===== src/rtl/mcu51_bus_pkg.sv =====
// Shared types and constants for the 8051 external bus sequencer.
// Request encodings, default cycle lengths and the bus state enum.
package mcu51_bus_pkg;

    localparam logic [1:0] REQ_FETCH = 2'b00;
    localparam logic [1:0] REQ_READ  = 2'b01;
    localparam logic [1:0] REQ_WRITE = 2'b10;
    localparam logic [1:0] REQ_RSVD  = 2'b11;

    localparam int DEF_FETCH_LEN = 6;
    localparam int DEF_DATA_LEN  = 12;
    localparam int DEF_ALE_LEN   = 2;
    localparam int CNT_W         = 8;

    typedef enum logic [1:0] {
        ST_IDLE,
        ST_FETCH,
        ST_DREAD,
        ST_DWRITE
    } bus_state_e;

    typedef struct packed {
        logic [15:0] addr;
        logic [7:0]  wdata;
    } bus_req_t;

    function automatic bus_state_e req_state(input logic [1:0] ty);
        bus_state_e s;
        unique case (ty)
            REQ_FETCH: s = ST_FETCH;
            REQ_READ:  s = ST_DREAD;
            REQ_WRITE: s = ST_DWRITE;
            default:   s = ST_IDLE;
        endcase
        return s;
    endfunction

endpackage


===== src/rtl/ext_bus_ctrl_tick_cnt.sv =====
// Loadable tick counter for one bus cycle.
// last flags the final tick (t == len-1); load restarts at zero.
module bus_tick_cnt #(
    parameter int W = 8
) (
    input  logic         clk,
    input  logic         rst_n,
    input  logic         load,
    input  logic         en,
    input  logic [W-1:0] len,
    output logic [W-1:0] t,
    output logic         last
);

    // Restart on load, otherwise advance while a cycle runs.
    always_ff @(posedge clk or negedge rst_n) begin
        if (!rst_n) begin
            t <= '0;
        end else if (load) begin
            t <= '0;
        end else if (en) begin
            t <= t + 1'b1;
        end
    end

    assign last = (t == len - W'(1));

endmodule


===== src/rtl/ext_bus_ctrl.sv =====
// 8051 external bus cycle sequencer: fetch, MOVX read, MOVX write.
// Pin strobes decode from the registered state and tick count.
module ext_bus_ctrl
    import mcu51_bus_pkg::*;
#(
    parameter int FETCH_LEN = DEF_FETCH_LEN,
    parameter int DATA_LEN  = DEF_DATA_LEN,
    parameter int ALE_LEN   = DEF_ALE_LEN
) (
    input  logic        clk,
    input  logic        rst_n,
    input  logic        req_valid,
    output logic        req_ready,
    input  logic [1:0]  req_type,
    input  logic [15:0] req_addr,
    input  logic [7:0]  req_wdata,
    output logic        resp_valid,
    output logic [7:0]  resp_data,
    output logic        busy,
    input  logic [7:0]  p0_in,
    output logic [7:0]  p0_out,
    output logic        p0_oe,
    output logic [7:0]  p2_out,
    output logic        ale,
    output logic        psen_n,
    output logic        rd_n,
    output logic        wr_n
);

    localparam logic [CNT_W-1:0] FLEN  = CNT_W'(FETCH_LEN);
    localparam logic [CNT_W-1:0] DLEN  = CNT_W'(DATA_LEN);
    localparam logic [CNT_W-1:0] ALEN  = CNT_W'(ALE_LEN);
    localparam logic [CNT_W-1:0] DLAST = CNT_W'(DATA_LEN - 1);
    localparam logic [CNT_W-1:0] DSAMP = CNT_W'(DATA_LEN - 2);

    bus_state_e       state_q;
    bus_state_e       state_d;
    bus_req_t         req_q;
    logic [CNT_W-1:0] t;
    logic [CNT_W-1:0] len;
    logic             cnt_last;
    logic             last;
    logic             accept;
    logic             start;
    logic             sample;

    assign len       = (state_q == ST_FETCH) ? FLEN : DLEN;
    assign busy      = (state_q != ST_IDLE);
    assign last      = busy & cnt_last;
    assign req_ready = ~busy | last;
    assign accept    = req_valid & req_ready;
    // Reserved requests are consumed without starting a cycle.
    assign start     = accept & (req_type != REQ_RSVD);

    assign sample = ((state_q == ST_FETCH) & cnt_last) |
                    ((state_q == ST_DREAD) & (t == DSAMP));

    bus_tick_cnt #(
        .W(CNT_W)
    ) u_cnt (
        .clk  (clk),
        .rst_n(rst_n),
        .load (start),
        .en   (busy),
        .len  (len),
        .t    (t),
        .last (cnt_last)
    );

    // State register.
    always_ff @(posedge clk or negedge rst_n) begin
        if (!rst_n) begin
            state_q <= ST_IDLE;
        end else begin
            state_q <= state_d;
        end
    end

    // Latch the request; the address also holds P2 between cycles.
    always_ff @(posedge clk or negedge rst_n) begin
        if (!rst_n) begin
            req_q <= '0;
        end else if (start) begin
            req_q.addr  <= req_addr;
            req_q.wdata <= req_wdata;
        end
    end

    // Capture P0 and pulse resp_valid for one clock.
    always_ff @(posedge clk or negedge rst_n) begin
        if (!rst_n) begin
            resp_valid <= 1'b0;
            resp_data  <= '0;
        end else begin
            resp_valid <= sample;
            if (sample) begin
                resp_data <= p0_in;
            end
        end
    end

    // Next state and pin decode for the current tick.
    always_comb begin
        state_d = state_q;
        ale     = 1'b0;
        psen_n  = 1'b1;
        rd_n    = 1'b1;
        wr_n    = 1'b1;
        p0_oe   = 1'b0;
        p0_out  = req_q.addr[7:0];
        p2_out  = req_q.addr[15:8];

        if (start) begin
            state_d = req_state(req_type);
        end else if (last) begin
            state_d = ST_IDLE;
        end

        unique case (1'b1)
            !busy: begin
            end
            busy && (t < ALEN): begin
                ale   = 1'b1;
                p0_oe = 1'b1;
            end
            busy && (t == ALEN): begin
                p0_oe = 1'b1;
            end
            busy && (t > ALEN): begin
                unique case (state_q)
                    ST_FETCH: psen_n = 1'b0;
                    ST_DREAD: rd_n   = (t == DLAST);
                    ST_DWRITE: begin
                        p0_oe  = 1'b1;
                        p0_out = req_q.wdata;
                        wr_n   = (t == DLAST);
                    end
                    default: begin
                    end
                endcase
            end
        endcase
    end

endmodule


===== config.mk =====
export PLATFORM = sky130hd
export DESIGN_NAME = ext_bus_ctrl
export DESIGN_NICKNAME = d
export VERILOG_FILES = /design/src/rtl/mcu51_bus_pkg.sv /design/src/rtl/ext_bus_ctrl_tick_cnt.sv /design/src/rtl/ext_bus_ctrl.sv
export SDC_FILE = /design/constraint.sdc
export NUM_CORES = 1
export LEC_CHECK = 0
export CAP_MARGIN = 10
export CORE_AREA = 2 2 72 74
export DETAILED_ROUTE_END_ITERATION = 8
export DIE_AREA = 0 0 74 76
export PLACE_DENSITY = 0.77
export SETUP_SLACK_MARGIN = 0.15
export SYNTH_ARGS = -nofsm -noshare
export SYNTH_HDL_FRONTEND = slang
export SYNTH_SLANG_ARGS = --single-unit

===== constraint.sdc =====
create_clock -name clk -period 2.7 [get_ports clk]
set_input_delay 0.81 -clock clk [delete_from_list [all_inputs] [get_ports clk]]
set_output_delay 0.81 -clock clk [all_outputs]
set_load 0.01 [all_outputs]

== Yosys cells after proc, flatten, opt, wreduce, memory -nomap -nowiden ==
Cells that the tools add are included.

* $add $sub $neg: 2
* Magnitude comparators: 2
* Equality and inequality tests: 10
* Multiplexer cells: 17
* Bitwise gates (word level): 8
* Reductions and logical operators: 8

{| class="wikitable"
|+ Operators with widths
! kind !! number
|-
| $mux W8 || 4
|-
| $eq A8 B4 Y1 const B || 2
|-
| $add A8 B1 Y8 const B || 1
|-
| $eq A8 B2 Y1 const B || 1
|-
| $eq A8 B8 Y1 || 1
|-
| $gt A8 B2 Y1 const B || 1
|-
| $lt A8 B2 Y1 const B || 1
|-
| $mux W1 || 8
|-
| $eq A2 B2 Y1 const B || 3
|-
| $pmux W2 S3 || 1
|-
| $reduce_bool A2 Y1 || 3
|-
| $and A1 B1 Y1 || 5
|-
| $sub A4 B1 Y5 const B || 1
|-
| $eq A2 B1 Y1 const B || 2
|-
| $mux W2 || 2
|-
| $mux W4 || 1
|-
| $logic_and A1 B1 Y1 || 3
|-
| $logic_not A2 Y1 || 1
|-
| $ne A2 B2 Y1 const B || 1
|-
| $or A1 B1 Y1 || 2
|-
| $pmux W1 S2 || 1
|-
| $reduce_or A2 Y1 || 1
|-
| $not A1 Y1 || 1
|}

* Register bits: 43
* Input bits: 37
* Output and inout bits: 32
* Word-level logic and storage cells: 53

== Logic depth before layout (Yosys ltp) ==
* Depth in word-level cells: 9
* Gate-level depth with buffers: 7
* Gate-level depth less buffers: 6

== Modules after synthesis ==
A second synthesis with hierarchy kept.

* Cell total of the unflattened synthesis: 193
* Area total of the unflattened synthesis: 2316.0 sq um

{| class="wikitable"
|+ Modules (own cells, without submodules)
! module !! instances !! cells each !! area an instance (sq um) !! sequential area each (sq um)
|-
| ext_bus_ctrl || 1 || 123 || 1682.9 || 875.8
|-
| bus_tick_cnt || 1 || 70 || 633.1 || 200.2
|}

== Worst setup path before layout ==
OpenSTA, ideal clock, no wires.

* Kind: reg2out
* Start: register u_cnt.t[1]
* End: output port p0_out[0]
* Arrival time: 1615 ps
* Required time: 1890 ps
* Path slack: 275 ps
* Stages on the path, launching flop included: 7
* Buffers on the path: 1
* Cells stage by stage: dfrtp_1 -> ha_1 -> nand2b_1 -> nand3_1 -> and3_1 -> buf_2 -> mux2_2

* Cells in the longest elaborated chain, start to end: 3

{| class="wikitable"
|+ RTL lines
! item !! line !! RTL
|-
| start: declaration || ext_bus_ctrl_tick_cnt.sv:11 || <nowiki>output logic [W-1:0] t,</nowiki>
|-
| start signal: assignment || ext_bus_ctrl_tick_cnt.sv:22 || <nowiki>t <= t + 1'b1;</nowiki>
|-
| $gt A8 B2 Y1 || ext_bus_ctrl.sv:129 || <nowiki>busy && (t > ALEN): begin</nowiki>
|-
| $logic_and A1 B1 Y1 || ext_bus_ctrl.sv:129 ||
|-
| $mux W8 || ext_bus_ctrl.sv:119 || <nowiki>unique case (1'b1)</nowiki>
|-
| end: declaration || ext_bus_ctrl.sv:21 || <nowiki>output logic [7:0] p0_out,</nowiki>
|}

Every way passes these cells.

== Worst setup path after layout ==
* Start: register u_cnt.t[5]
* End: output port p0_out[3]

Same word-level chain as after synthesis.

==> flow_results.org <==
** Yosys
- Dominant register cell in the synthesized netlist :: dfrtp_1
- Counting flops with an async set or reset pin after synthesis yields a share of 1.00.
- Yosys warns :: 0
- Synthesis produced a netlist with a net count of 210.
- For this run, the register share of the synthesized area comes to 0.504.
- Flops & latches, synth :: 43
- Synth cell types :: 30
- The cell area that synthesis handed to floorplanning was 2130 um^2.
- Counting flops with a built-in enable in the synthesized netlist gives 0.
- A synthesized cell averages 12.7 um^2.
- Synthesis produced 168 cells.

** STA
- Setup repair after global routing missed its margin :: yes
- Final critical-path share of the clock period :: 1.01
- Setup violations remaining at the end of the flow were counted as 8.
- Max-slew violation count :: 0
- After layout, the worst setup slack is -39.8 ps.
- Across the routed clock network, the largest skew measured is 3.36 ps.
- The routed design could run at a clock period as short as 2740 ps.
- Tightest Pin Transition :: 525 ps
- Across all hold checks on the routed design, the worst slack comes to 488 ps.
- Derived from the worst setup path, the maximum achievable clock frequency is 0.365 GHz.
- Number of hold violations in the final report :: 0
- In this run the tightest slew margin relative to its limit is 0.650.

** Final layout
- Counting the fill cells in the layout gives 418.
- The net count of the finished layout is 284.
- The library cell used most frequently in the layout, excluding fill and tap cells, is clkdlybuf4s50_1.
- Sequential cell area in the final layout :: 1080 um^2
- The multi-input combinational cells in the finished layout cover a total of 946 um^2.
- 0 antenna diodes ended up in the layout.
- From synthesis to final layout, the design area changed by 41.6%.
- Of the cells placed in the final design, the portion with a size suffix greater than 1 is 0.354.
- The top cell types in the final layout, fill and taps aside, are clkdlybuf4s50_1 (53), dfrtp_1 (41), mux2_2 (34).

** Die
- In this run the count of I/O pins placed on the die edge is 69.
- Overall die width :: 74 um
- The initialized floorplan defines 26 standard-cell rows.
- Die Y :: 76 um
- Core Footprint :: 4910 um^2
- The initial utilization of the core area, before any placement, comes to 0.434.
- Overall die area :: 5620 um^2

** Worst hold path
- Path type of the worst min-delay path :: register to register

** CTS
- Clock transition at path regs :: 80 ps
- Skew-Pair Late Insertion Delay :: 290 ps
- Cell chosen for the clock root :: clkbuf_8
- The H-tree was split into 2 levels.
- The clock net in this run drives a total of 43 sinks.
- Cts hold-fix bufs :: 0
- TritonCTS built the clock tree.
- Buffers inserted during clock tree synthesis total 5.
- Bufs on Longest Clock Path :: 2

** Global routing
- The via count of the first global-routing pass came to 1563.
- Pin count of the biggest net entering global routing :: 44
- Across every metal layer, demand over resource in global routing totals 0.150.
- The first global-routing pass estimated 6.69 mm of wire.
- The total overflow left after global routing is 0.
- The number of antenna violations at the first check in global routing came to 0.

** Critical path
- Of all nets on the critical path, the largest fanout is 8.
- The worst register-to-register path begins at u_cnt.t[2]$_DFFE_PN0P_.
- The worst setup path is captured at an output port.
- Reg-to-reg setup timing slack :: 610 ps
- For the worst flop-to-flop path, the logic depth is 7.
- Worst path arrival time :: 1930 ps
- Crit path required time :: 1890 ps
- Critical Path End :: p0_out[3]
- The endpoint identified for the worst register-to-register timing path is req_q[8]$_DFFE_PN0N_.
- Launch point of the worst path :: u_cnt.t[5]$_DFFE_PN0P_
- By startpoint and endpoint, the worst setup path is classified as register to output port.
- The worst setup path is launched from a register.

** Placement
- Gpl congestion :: 0.773
- Input and output buffers added on the ports amount to 68.
- Detailed placement finished with a half-perimeter wire length of 2.80 mm.

** Drt
- After detailed routing, the number of remaining DRC violations is 0.
- The first routing iteration left 47 violations.
- In the final routed layout, each cell accounts on average for 12.7 um.
- The first detailed-routing pass ran for 5 iterations.
- Dividing the detail-routed via count by the number of cells gives 4.84.
- Summing over every cut layer, the via total after detailed routing is 1514.
- In this run the remaining antenna-violating nets after routing total 0.
- Total Wirelength :: 3.99 mm

** Status
- The checks that failed: setup timing.
- The run finished, with violations left.

** Power
- Worst vdd ir :: 476 uV
- Dividing total power by cell area gives a power density of 967 nW/um^2.
- Leakage power summed over all cells :: 1.32 nW
- Final Total Pwr :: 2.92 mW

** Flow run
- Count of maximum capacitance violations :: 0
==> report_power, final <==
group	total, mW	internal, mW	leakage [nW]	switching (mW)
logic	1.42	0.868	0.736	0.553
clock network	0.395	0.181	0.0412	0.215
registers	1.11	0.928	0.547	0.177
total	2.92	1.98	1.32	0.944
==> cell families (layout without fill, tap and decap cells) <==
kind of cell	Yosys count	count (layout)	synth area share
buf+inv	20	95	0.0657
xor+xnor	6	6	0.0246
simple gates	39	39	0.102
mux	40	40	0.211
fa+ha+maj	6	6	0.0340
compound gates	14	14	0.0581
flops	43	43	0.504
==> sequential cells by signal (all words and copies together), names as in the netlist <==
| name | flops |
|---|---|
| req_q | 16 |
| p2_out | 8 |
| resp_data | 8 |
| u_cnt.t | 8 |
| state_q | 2 |
| resp_valid | 1 |
==> critical path: stages (launching register included) <==
cell     delay, ps
dfrtp_1        410
nor4_4         340
nand3_2        130
and3_4         210
buf_12         130
mux2_2         280
buf_6          120
==> synthesized netlist by cell type, types with 2 or more instances <==
cell,number,share of area
buf_4,8,0.028
xor2_1,3,0.012
o2111ai_1,2,0.0082
buf_6,4,0.021
dfrtp_1,43,0.50
nand2_1,7,0.012
inv_1,4,0.0070
nor2b_1,3,0.0088
xnor2_1,3,0.012
o21ai_0,5,0.012
mux2_2,34,0.18
nand2b_1,4,0.012
mux2_1,6,0.032
and3_1,2,0.0059
nor2_1,13,0.023
nand3_1,6,0.014
ha_1,5,0.029
buf_2,4,0.0094
==> cell type report <==
type / instances / share of cell area
sequential: 43 / 0.357
clock inverter: 2 / 0.00414
multi-input combinational: 105 / 0.313
tap: 70 / 0.0290
clock buffer: 6 / 0.0240
inverter: 4 / 0.00497
timing repair buffer: 83 / 0.268
==> timing repair <==
action                     CTS  global route
resized for setup           58            12
buffers inserted             2             1
setup endpoints to repair   15            15
pin swaps                    1             2
==> how the worst min path moves through the flow <==
stage	from	endpoint	cells after the start
2_1_floorplan	req_q[1]$_DFFE_PN0N_	req_q[1]$_DFFE_PN0N_	1
3_3_place_gp	p2_out[6]$_DFFE_PN0N_	p2_out[6]$_DFFE_PN0N_	1
3_5_place_dp	p2_out[4]$_DFFE_PN0N_	p2_out[4]$_DFFE_PN0N_	1
4_1_cts	p2_out[4]$_DFFE_PN0N_	p2_out[4]$_DFFE_PN0N_	1
5_1_grt	p2_out[4]$_DFFE_PN0N_	p2_out[4]$_DFFE_PN0N_	1
6_report	p2_out[5]$_DFFE_PN0N_	p2_out[5]$_DFFE_PN0N_	1
==> through the flow <==
stage	instances	instance area, um^2	setup WS [ps]	TNS [ps]	utilization
3_5_place_dp	302	2890	-95.3	-697	0.588
4_1_cts	312	3000	11.4	0	0.611
5_1_grt	313	3020	-109	-808	0.615
3_3_place_gp	302	2890	-45.9	-361	0.588
6_report	313	3020	-39.8	-260	0.615
2_1_floorplan	168	2130	275	0	-
==> metal layers <==
layer	share of wire	vias to the layer above	track usage
li1	-	725	-
met1	0.43	730	0.190
met2	0.48	52	0.232
met3	0.074	7	0.0622
met4	0.014	0	0.0473
met5	0	-	0
Note: power is estimated with default switching activity, not from simulation.
